**src/rtl/uart_rx_fifo_if.sv**
```systemverilog
// Ready/valid byte stream carried out of the UART receiver, plus the FIFO occupancy.
// The receiver drives the master side and the consumer uses the slave side.
interface uart_rx_fifo_if #(
  parameter int FIFO_DEPTH = 8
);
  logic [7:0]                    rx_data;
  logic                          rx_valid;
  logic                          rx_ready;
  logic [$clog2(FIFO_DEPTH):0]   fifo_count;

  modport master (
    output rx_data,
    output rx_valid,
    output fifo_count,
    input  rx_ready
  );

  modport slave (
    input  rx_data,
    input  rx_valid,
    input  fifo_count,
    output rx_ready
  );
endinterface

```
**src/rtl/uart_rx_fifo.sv**
```systemverilog
// 8N1 UART receiver sampling each bit at mid-period, feeding a first-word-fall-through
// receive FIFO with sticky overrun and framing-error flags.
module uart_rx_fifo #(
  parameter int CLKS_PER_BIT = 16,
  parameter int FIFO_DEPTH   = 8
) (
  input  logic           clock,
  input  logic           reset,
  input  logic           ser_rx,
  input  logic           clear_err,
  output logic           overrun,
  output logic           frame_err,
  uart_rx_fifo_if.master rx
);

  localparam int CW   = $clog2(CLKS_PER_BIT);
  localparam int AW   = $clog2(FIFO_DEPTH);
  localparam int CNTW = AW + 1;

  localparam logic [CW-1:0]   CNT_HALF = CW'(CLKS_PER_BIT / 2 - 1);
  localparam logic [CW-1:0]   CNT_FULL = CW'(CLKS_PER_BIT - 1);
  localparam logic [CNTW-1:0] DEPTH    = CNTW'(FIFO_DEPTH);

  typedef enum logic [1:0] {
    IDLE  = 2'd0,
    START = 2'd1,
    DATA  = 2'd2,
    STOP  = 2'd3
  } state_t;

  state_t          state_r;
  logic [CW-1:0]   cnt_r;
  logic [2:0]      idx_r;
  logic [7:0]      shift_r;

  logic            sync1_r;
  logic            sync2_r;
  logic            prev_r;

  logic [7:0]      mem_r [FIFO_DEPTH];
  logic [AW-1:0]   wr_ptr_r;
  logic [AW-1:0]   rd_ptr_r;
  logic [CNTW-1:0] count_r;

  logic            fall_s;
  logic            stop_end_s;
  logic            push_s;
  logic            ferr_set_s;
  logic            pop_s;
  logic            push_ok_s;
  logic            ovr_set_s;
  logic            valid_s;
  logic [7:0]      rx_data_s;

  // Two-flop synchronizer plus the previous-value register used for start detection.
  always_ff @(posedge clock) begin
    if (reset) begin
      sync1_r <= 1'b1;
      sync2_r <= 1'b1;
      prev_r  <= 1'b1;
    end else begin
      sync1_r <= ser_rx;
      sync2_r <= sync1_r;
      prev_r  <= sync2_r;
    end
  end

  assign fall_s     = prev_r & ~sync2_r;
  assign stop_end_s = (state_r == STOP) && (cnt_r == CNT_FULL);
  assign push_s     = stop_end_s & sync2_r;
  assign ferr_set_s = stop_end_s & ~sync2_r;

  // Frame deserializer: start validation at half a bit, then one sample per bit period.
  always_ff @(posedge clock) begin
    if (reset) begin
      state_r <= IDLE;
      cnt_r   <= {CW{1'b0}};
      idx_r   <= 3'd0;
      shift_r <= 8'h00;
    end else begin
      case (state_r)
        IDLE: begin
          if (fall_s) begin
            state_r <= START;
            cnt_r   <= {CW{1'b0}};
          end
        end
        START: begin
          if (cnt_r == CNT_HALF) begin
            cnt_r <= {CW{1'b0}};
            idx_r <= 3'd0;
            if (!sync2_r) begin
              state_r <= DATA;
            end else begin
              state_r <= IDLE;
            end
          end else begin
            cnt_r <= cnt_r + CW'(1);
          end
        end
        DATA: begin
          if (cnt_r == CNT_FULL) begin
            cnt_r   <= {CW{1'b0}};
            shift_r <= {sync2_r, shift_r[7:1]};
            if (idx_r == 3'd7) begin
              state_r <= STOP;
            end else begin
              idx_r <= idx_r + 3'd1;
            end
          end else begin
            cnt_r <= cnt_r + CW'(1);
          end
        end
        STOP: begin
          if (cnt_r == CNT_FULL) begin
            cnt_r   <= {CW{1'b0}};
            state_r <= IDLE;
          end else begin
            cnt_r <= cnt_r + CW'(1);
          end
        end
        default: begin
          state_r <= IDLE;
          cnt_r   <= {CW{1'b0}};
        end
      endcase
    end
  end

  assign valid_s   = (count_r != {CNTW{1'b0}});
  assign pop_s     = valid_s & rx.rx_ready;
  // A full FIFO still takes the byte when the head leaves on the same edge.
  assign push_ok_s = push_s & ((count_r < DEPTH) | pop_s);
  assign ovr_set_s = push_s & ~push_ok_s;

  // FIFO storage; contents are don't-care until written, so no reset.
  always_ff @(posedge clock) begin
    if (push_ok_s) begin
      mem_r[wr_ptr_r] <= shift_r;
    end
  end

  // FIFO pointers and occupancy.
  always_ff @(posedge clock) begin
    if (reset) begin
      wr_ptr_r <= {AW{1'b0}};
      rd_ptr_r <= {AW{1'b0}};
      count_r  <= {CNTW{1'b0}};
    end else begin
      if (push_ok_s) begin
        wr_ptr_r <= wr_ptr_r + AW'(1);
      end
      if (pop_s) begin
        rd_ptr_r <= rd_ptr_r + AW'(1);
      end
      case ({push_ok_s, pop_s})
        2'b10:   count_r <= count_r + CNTW'(1);
        2'b01:   count_r <= count_r - CNTW'(1);
        default: count_r <= count_r;
      endcase
    end
  end

  // Sticky error flags; a set event wins over a simultaneous clear.
  always_ff @(posedge clock) begin
    if (reset) begin
      overrun   <= 1'b0;
      frame_err <= 1'b0;
    end else begin
      if (ovr_set_s) begin
        overrun <= 1'b1;
      end else if (clear_err) begin
        overrun <= 1'b0;
      end
      if (ferr_set_s) begin
        frame_err <= 1'b1;
      end else if (clear_err) begin
        frame_err <= 1'b0;
      end
    end
  end

  // Head byte is forced to zero when empty since the RAM slot is stale.
  always_comb begin
    rx_data_s = 8'h00;
    if (valid_s) begin
      rx_data_s = mem_r[rd_ptr_r];
    end else begin
      rx_data_s = 8'h00;
    end
  end

  assign rx.rx_data    = rx_data_s;
  assign rx.rx_valid   = valid_s;
  assign rx.fifo_count = count_r;

endmodule

```
**src/flat_wrapper.sv**
```systemverilog
// flat-port wrapper written by rule: the top's interface ports become plain ports
module uart_rx_fifo_flat 
#(
  parameter int CLKS_PER_BIT = 16,
  parameter int FIFO_DEPTH   = 8
)
  (clock, reset, ser_rx, clear_err, overrun, frame_err, rx_rx_data, rx_rx_valid, rx_fifo_count, rx_rx_ready);
  uart_rx_fifo_if #(.FIFO_DEPTH(FIFO_DEPTH)) rx_i ();
  input  logic clock;
  input  logic reset;
  input  logic ser_rx;
  input  logic clear_err;
  output logic overrun;
  output logic frame_err;
  output wire logic [$bits(rx_i.rx_data)-1:0] rx_rx_data;
  output wire logic [$bits(rx_i.rx_valid)-1:0] rx_rx_valid;
  output wire logic [$bits(rx_i.fifo_count)-1:0] rx_fifo_count;
  input wire logic [$bits(rx_i.rx_ready)-1:0] rx_rx_ready;
  assign rx_rx_data = rx_i.rx_data;
  assign rx_rx_valid = rx_i.rx_valid;
  assign rx_fifo_count = rx_i.fifo_count;
  assign rx_i.rx_ready = rx_rx_ready;
  uart_rx_fifo #(.CLKS_PER_BIT(CLKS_PER_BIT), .FIFO_DEPTH(FIFO_DEPTH)) u_core (.clock(clock), .reset(reset), .ser_rx(ser_rx), .clear_err(clear_err), .overrun(overrun), .frame_err(frame_err), .rx(rx_i));
endmodule
```
**config.mk**
```make
export PLATFORM = sky130hd
export DESIGN_NAME = uart_rx_fifo_flat
export DESIGN_NICKNAME = d
export VERILOG_FILES = /design/src/rtl/uart_rx_fifo_if.sv /design/src/rtl/uart_rx_fifo.sv /design/src/flat_wrapper.sv
export SDC_FILE = /design/constraint.sdc
export NUM_CORES = 1
export LEC_CHECK = 0
export CORE_ASPECT_RATIO = 0.75
export CORE_MARGIN = 5
export CORE_UTILIZATION = 50
export DETAILED_ROUTE_END_ITERATION = 10
export PLACE_DENSITY_LB_ADDON = 0.2
export RECOVER_POWER = 100
export SYNTH_ARGS = -nofsm -noshare
export SYNTH_HDL_FRONTEND = slang
export SYNTH_SLANG_ARGS = --single-unit
```
**constraint.sdc**
```tcl
create_clock -name clock -period 6.5 [get_ports clock]
set_input_delay 1.625 -clock clock [delete_from_list [all_inputs] [get_ports clock]]
set_output_delay 1.625 -clock clock [all_outputs]
set_load 0.1 [all_outputs]
```
Word level (Yosys, flattened, before mapping)
Memory sizes are Yosys's and may differ from the RTL's. A register that Yosys moved wholly into a read port is not among the register bits.
Cells that the tools add are included.
Word-level totals
  bits in writable memories: 64
  register bits after elaboration: 32
  memories kept: 1
  bits of input ports: 5
Memories
  u_core.mem_r: words 8, width 8, read ports 1, clocked after memory_dff 1, wr ports 1, RTL line uart_rx_fifo.sv:40  | logic [7:0] mem_r [FIFO_DEPTH];
Operators by class
  reductions and logical operators: 11
  mux-type cells: 24
  $add $sub $neg: 6
  order comparisons: 1
  bitwise gates (word level): 9
  equality and inequality tests: 14
Operators by type and width (number)
  3-bit two-way mux: 5
  2-bit two-way mux: 6
  4-bit two-way mux: 3
  4-bit case mux with 3 select lines: 1
  3-bit by 1-bit adder with 3-bit output, second input constant: 3
  4-bit by 1-bit adder with 4-bit output, second input constant: 2
  8-bit two-way mux: 1
  2-bit by 1-bit inequality test with 1-bit output, second input constant: 4
  2-bit case mux with 4 select lines: 1
  4-bit case mux with 2 select lines: 1
  2-bit nonzero test: 4
  1-bit bitwise AND: 6
  2-bit == test, second input constant: 3
  3-bit case mux with 2 select lines: 1
  1-bit two-way mux: 5
  5-bit AND reduction: 1
  2-bit by 1-bit == test with 1-bit output, second input constant: 2
  4-bit by 3-bit == test with 1-bit output, second input constant: 1
  4-bit == test, second input constant: 1
  4-bit < comparator, second input constant: 1
  2-bit inequality test, second input constant: 2
  4-bit AND reduction: 1
  4-bit nonzero test: 1
  4-bit by 1-bit subtractor with 4-bit output, second input constant: 1
  7 further kinds: 8

Depth between registers and ports, before layout
Gate-level depths: netlist (run 1).
  depth after elaboration: 7
  depth in mapped cells: 12
  gate-level depth less buffers: 11

Worst setup path after synthesis (run 1)
OpenSTA, ideal clock, no wires.
  path type: register -> output
  start point: register u_core.count_r[0], in the netlist u_core.rx.fifo_count[0]
  end point: output port rx_rx_data[0]
  path buffers: 0
  data required time: 4.875 ns
  stages on the path, launching flop included: 3
  data arrival time: 2.540 ns
  setup slack: 2.335 ns
  cell sequence: dfxtp_1 -> nor4_4 -> nor2_1
Between the ends
  longest elaborated chain between the ends: 2
RTL lines
  start: declaration: RTL line uart_rx_fifo.sv:43  | logic [CNTW-1:0] count_r;
  start signal: assignment: RTL line uart_rx_fifo.sv:148  | count_r <= {CNTW{1'b0}};
  start signal: assignment: RTL line uart_rx_fifo.sv:157  | 2'b10: count_r <= count_r + CNTW'(1);
  start signal: assignment: RTL line uart_rx_fifo.sv:158  | 2'b01: count_r <= count_r - CNTW'(1);
  4-bit nonzero test: RTL line uart_rx_fifo.sv:130  | assign valid_s = (count_r != {CNTW{1'b0}});
  8-bit two-way mux: RTL line uart_rx_fifo.sv:186  | if (valid_s) begin
  end: declaration: RTL line flat_wrapper.sv:15  | output wire logic [$bits(rx_i.rx_data)-1:0] rx_rx_data;
Every way passes these cells.

==> flow_metrics.tcl, run 1 <==
set metrics [dict create \
    ant_nets 0 \
    crit_arrival_ps 3220 \
    min_period_ps 4840 \
    yosysWarnings 0 \
    io_pins 20 \
    grt_usage_pct 15.4 \
    post-cts-setup-buffers 0 \
    drv_cap 0 \
    initial_core_util_pct 51.7 \
    ctsResizeCount 0 \
    pwr-share-seq_pct 60.7 \
    critPathKind "register to output port" \
    critPathRequiredTime_ps 4880 \
    drtIter0Drc 124 \
    powerDensity_mw_per_mm2 240 \
    grt_pass1_wl_um 11800 \
    seq_area_frac_synth_pct 63.5 \
    core-area_mm2 0.00799 \
    worst_slew_pin_slew_ps 1460 \
    first_pass_iters 4 \
    grt_pass1_vias 2249 \
    drc 0 \
    synth_cells 288 \
    numCtsBuffers 9 \
    dpl.hpwl_um 4770 \
    setup_tns_ps 0 \
    final_layout_size_suffix_gt1_share_pct 13.4 \
    cts_buffer_depth 2 \
    min_path_cells 1 \
    ctsHoldBuffers 0 \
    die_y_um 88.7 \
    finalMaxSlewViolations 0 \
    num_rows 28 \
    nNetsFinal 321 \
    antenna_found_initial 0 \
    portBuffers 19 \
    finalWeightedCongestion 0.767 \
    ir_worst_vdd_v 0.000138 \
    routed-via-count 2277 \
    reg2reg_depth 8 \
    yosys.cell_count.top_type "edfxtp_1" \
    switching_share_pct 19.4 \
    worstSkewPairLatency_ps 350 \
    clock_skew_ps 6.03 \
    start_kind "register" \
    clkSlewWorstSetupHoldPaths_ps 90 \
    synth_top_area_share_pct 46.5 \
    syn-num-nets 301 \
    critPathMaxFanout 16 \
    max_freq_ghz 0.207 \
    ys.flop_type "edfxtp_1" \
    hold_class "register to register" \
    relSlewSlack_pct 2.83 \
    synth_edf_count 64 \
    p_int_uw 887 \
    cts_root_buf "clkbuf_8" \
    grt_max_degree 36 \
    ys_top_cells_by_count "edfxtp_1, nor2_1, dfxtp_1" \
    synth.cell_area_mm2 0.00413 \
    synth_area_leaders "edfxtp_1, dfxtp_1, mux4_2" \
    p_leak_nw 1.55 \
    ys_ff_latch 99 \
    finish.utilization_pct 57.4 \
    switchingPower_uw 214 \
    clkPwrFrac_pct 38.0 \
    finalHoldViolations 0 \
    cts.sinks 99 \
    wl_per_cell_um 16.9 \
    synthArstFlopShare_pct 0 \
    rsz0062_at_grt "no" \
    synth_area_leader_cell "edfxtp_1" \
    synth_cell_type_count 46 \
    tritoncts "done" \
    gr-total-overflow 0 \
    antenna_cells 0 \
    htreeDepth 3 \
    wirelength_um 7080 \
    pwr-share-comb_pct 1.3 \
    period_share_pct 74.5 \
    final-setup-viol-count 0 \
    hold_ws_ps 418 \
    syn_avg_cell_area_um2 14.3 \
    dieWidth_um 115 \
    endpoint_kind "output port" \
    status "finished clean" \
    synthToLayoutAreaGrowth_pct 11.1 \
    die-area_mm2 0.0102 \
    routed_via_density 5.45 \
]
metal layers:
| layer | track usage, % | up-vias | part of all wire, % |
|---|---|---|---|
| met4 | 4.48 | 0 | 0.32 |
| met3 | 4.72 | 2 | 4.2 |
| met1 | 21.7 | 1130 | 48 |
| met5 | 0 | - | 0 |
| li1 | - | 1117 | - |
| met2 | 23.4 | 28 | 47 |
critical path: stages, from the launching register on:
cell and delay, ps:
dfxtp_1 1010, mux4_2 610, mux2i_1 210, nor2_1 70, dlygate4sd3_1 960
final timing paths:
kind	from	to	slack, ps
min	u_core.sync1_r$_SDFF_PP1_	u_core.sync2_r$_SDFF_PP1_	420
max reg2reg	u_core.cnt_r[0]$_SDFFE_PP0N_	u_core.rx.fifo_count[3]$_SDFFE_PP0P_	2770
max	register	rx_rx_data[1]	1660
min reg2reg	u_core.sync1_r$_SDFF_PP1_	u_core.sync2_r$_SDFF_PP1_	420
power groups by stage:
stage          registers, mW  logic, mW  clock network [mW]
2_1_floorplan          0.679     0.0145                   0
3_3_place_gp           0.682     0.0157                   0
3_5_place_dp           0.683     0.0158                   0
4_1_cts                0.668     0.0159               0.432
5_1_grt                0.669     0.0171               0.460
6_report               0.668     0.0147               0.418
registers in the layout, summed over array words and instances, names as in the netlist, named ones only:
name and cells:
u_core.frame_err 1, u_core.overrun 1, u_core.rx.fifo_count 4, u_core.idx_r 3, u_core.shift_r 8, u_core.rd_ptr_r 3
u_core.sync1_r 1, u_core.mem_r 64, u_core.prev_r 1, u_core.sync2_r 1, u_core.state_r 1, u_core.wr_ptr_r 3
u_core.cnt_r 4
per-stage QoR:
stage / total power, mW / cells / worst slack [ps] / instance area (um2)
after floorplan: 0.693 / 288 / 2340 / 4130
after global placement: 0.698 / 402 / 1940 / 4410
after detailed placement: 0.698 / 402 / 1930 / 4410
after CTS: 1.12 / 418 / 1500 / 4630
after global routing: 1.15 / 418 / 1360 / 4590
final: 1.10 / 418 / 1660 / 4590
layout by cell type (no fill, tap or decap), drive strengths merged, types with 3 or more instances in the layout:
cell,Yosys,layout
a21oi,11,11
clkbuf,5,17
clkinv,0,3
dfxtp,35,35
dlygate4sd3,0,17
edfxtp,64,64
ha,8,8
inv,5,5
mux2i,22,22
mux4,16,16
nand2,9,9
nand3,4,4
nor2,37,37
nor2b,6,6
nor3,8,8
nor3b,4,4
nor4,3,3
o21ai,4,4
or2,4,4
or3,3,3
xor2,4,4
cell families after synthesis:
group | count (synthesis) | share of synthesized area (%)
DFF | 99 | 63.5
muxes | 39 | 14.3
xor gates and xnor gates | 6 | 1.45
AOI/OAI and AO/OA | 27 | 4.21
adders and majority gates | 8 | 2.42
and+or+nand+nor | 87 | 11.4
buffers and inverters | 22 | 2.73
layout make-up:
cell class	count	area [um2]
Inverter	5	18.8
Multi-Input combinational cell	167	1380
Sequential cell	99	2620
Fill cell	626	3400
Clock buffer	10	128
Clock inverter	6	90.1
Timing Repair Buffer	26	216
Tap cell	105	131
Power figures use the tool's default switching activity.
==> inputs of run 2 (changes only) <==
clock period = 4.15 ns   (was 6.5 ns; I/O delays follow)
==> flow_metrics.tcl, run 2 (synthesis gave the netlist of run 1 again) <==
set metrics [dict create \
    max_freq_ghz 0.275 \
    ir_worst_vdd_v 0.000209 \
    rr_startpoint "u_core.cnt_r[0]$_SDFFE_PP0N_" \
    p_leak_nw 1.52 \
    wl_per_cell_um 16.8 \
    grt_pass1_vias 2192 \
    cts_root_buf "clkbuf_8" \
    min_period_ps 3630 \
    endpoint_kind "output port" \
    min_path_cells 1 \
    finish.utilization_pct 57.0 \
    ant_nets 0 \
    hold_class "register to register" \
    final_layout_size_suffix_gt1_share_pct 15.5 \
    final_common_cell "edfxtp_1" \
    initial_core_util_pct 51.7 \
    relSlewSlack_pct 22.4 \
    grt_usage_pct 15.6 \
    ff2ff_setup_slack_ps 1100 \
    worst_slew_pin_slew_ps 1170 \
    powerDensity_mw_per_mm2 366 \
    worstSkewPairLatency_ps 350 \
    grt_pass1_wl_um 11700 \
    drv_cap 0 \
    tritoncts "done" \
    numCtsBuffers 9 \
    critPathRequiredTime_ps 3110 \
    die_y_um 88.7 \
    rsz0062_at_grt "no" \
    wirelength_um 7080 \
    cts_buffer_depth 2 \
    fin_area_mm2 0.00455 \
    r2r-end "u_core.rx.fifo_count[3]$_SDFFE_PP0P_" \
    critPathMaxFanout 16 \
    setup_tns_ps 0 \
    routed-via-count 2301 \
    clock_skew_ps 7.80 \
    cts.sinks 99 \
    ctsResizeCount 0 \
    synthToLayoutAreaGrowth_pct 10.2 \
    htreeDepth 3 \
    io_pins 20 \
    placed_area_mm2 0.00441 \
    grt_max_degree 20 \
    post-cts-setup-buffers 0 \
    top_register "u_core.mem_r" \
    largest_reg_flops 64 \
    routed_via_density 5.47 \
    finalMaxSlewViolations 0 \
    first_pass_iters 4 \
    finalWeightedCongestion 0.765 \
    portBuffers 19 \
    holdPathEnd "u_core.sync2_r$_SDFF_PP1_" \
    ctsHoldBuffers 0 \
    reg2reg_depth 8 \
    drc 0 \
    reg_top3 "u_core.mem_r (64), u_core.shift_r (8)" \
    final_cells 421 \
    status "finished clean" \
    final-setup-viol-count 0 \
    hold_start "u_core.sync1_r$_SDFF_PP1_" \
    die-area_mm2 0.0102 \
    dpl.hpwl_um 4690 \
    placed_cells 405 \
    antenna_cells 0 \
    finalHoldViolations 0 \
    drtIter0Drc 133 \
    nNetsFinal 324 \
    dieWidth_um 115 \
    critPathKind "register to output port" \
    clkSlewWorstSetupHoldPaths_ps 80 \
    antenna_found_initial 0 \
    start_kind "register" \
    fillers 675 \
    period_share_pct 87.5 \
    num_rows 28 \
    final_cell_mix "edfxtp_1, nor2_1, dfxtp_1" \
    crit_arrival_ps 2600 \
    gr-total-overflow 0 \
    core-area_mm2 0.00799 \
]
==> run 2: where the power goes <==
part	total [mW]	switching, mW	internal (mW)
sequential	1.05	0.00800	1.04
combinational	0.0236	0.0133	0.0104
clock	0.595	0.301	0.295
==> run 2: worst max path at each step <==
stage                                                    start                                   end  slack [ps]
after floorplan           u_core.rx.fifo_count[0]$_SDFFE_PP0P_                         rx_rx_data[0]         570
after global placement                             rx_rx_ready  u_core.rx.fifo_count[3]$_SDFFE_PP0P_         620
after detailed placement                           rx_rx_ready  u_core.rx.fifo_count[3]$_SDFFE_PP0P_         530
after CTS                 u_core.rx.fifo_count[0]$_SDFFE_PP0P_                           rx_rx_valid         560
after global routing                                  register                         rx_rx_data[2]         320
final                                                 register                         rx_rx_data[2]         520
==> run 2: per-layer routing <==
| metal | vias up | GRT usage [%] | share of wire [%] |
|---|---|---|---|
| met5 | - | 0 | 0 |
| met2 | 39 | 22.6 | 46 |
| met3 | 9 | 4.92 | 4.7 |
| met4 | 0 | 5.44 | 1.2 |
| met1 | 1138 | 22.2 | 49 |
| li1 | 1115 | - | - |
==> run 2: area by class of cell <==
class	count	area [um2]	area share, %
Clock inverter	4	50.0	1.10
Inverter	5	18.8	0.412
Multi-Input combinational cell	167	1400	30.6
Timing Repair Buffer	29	190	4.18
Tap cell	105	131	2.89
Clock buffer	12	145	3.19
Sequential cell	99	2620	57.6
==> run 2: stage by stage <==
step | total power [mW] | setup WS (ps) | hold slack [ps]
after floorplan | 1.09 | 573 | 389
after detailed placement | 1.09 | 532 | 398
after CTS | 1.69 | 560 | 427
after global routing | 1.74 | 321 | 447
final | 1.67 | 517 | 421
after global placement | 1.09 | 621 | 397
==> run 2: worst max-delay path, cell delays in order, from the launching register on <==
cell and delay, ps:
dfxtp_1 850, mux4_2 360, mux2i_1 70, nor2_1 100, clkbuf_1 870
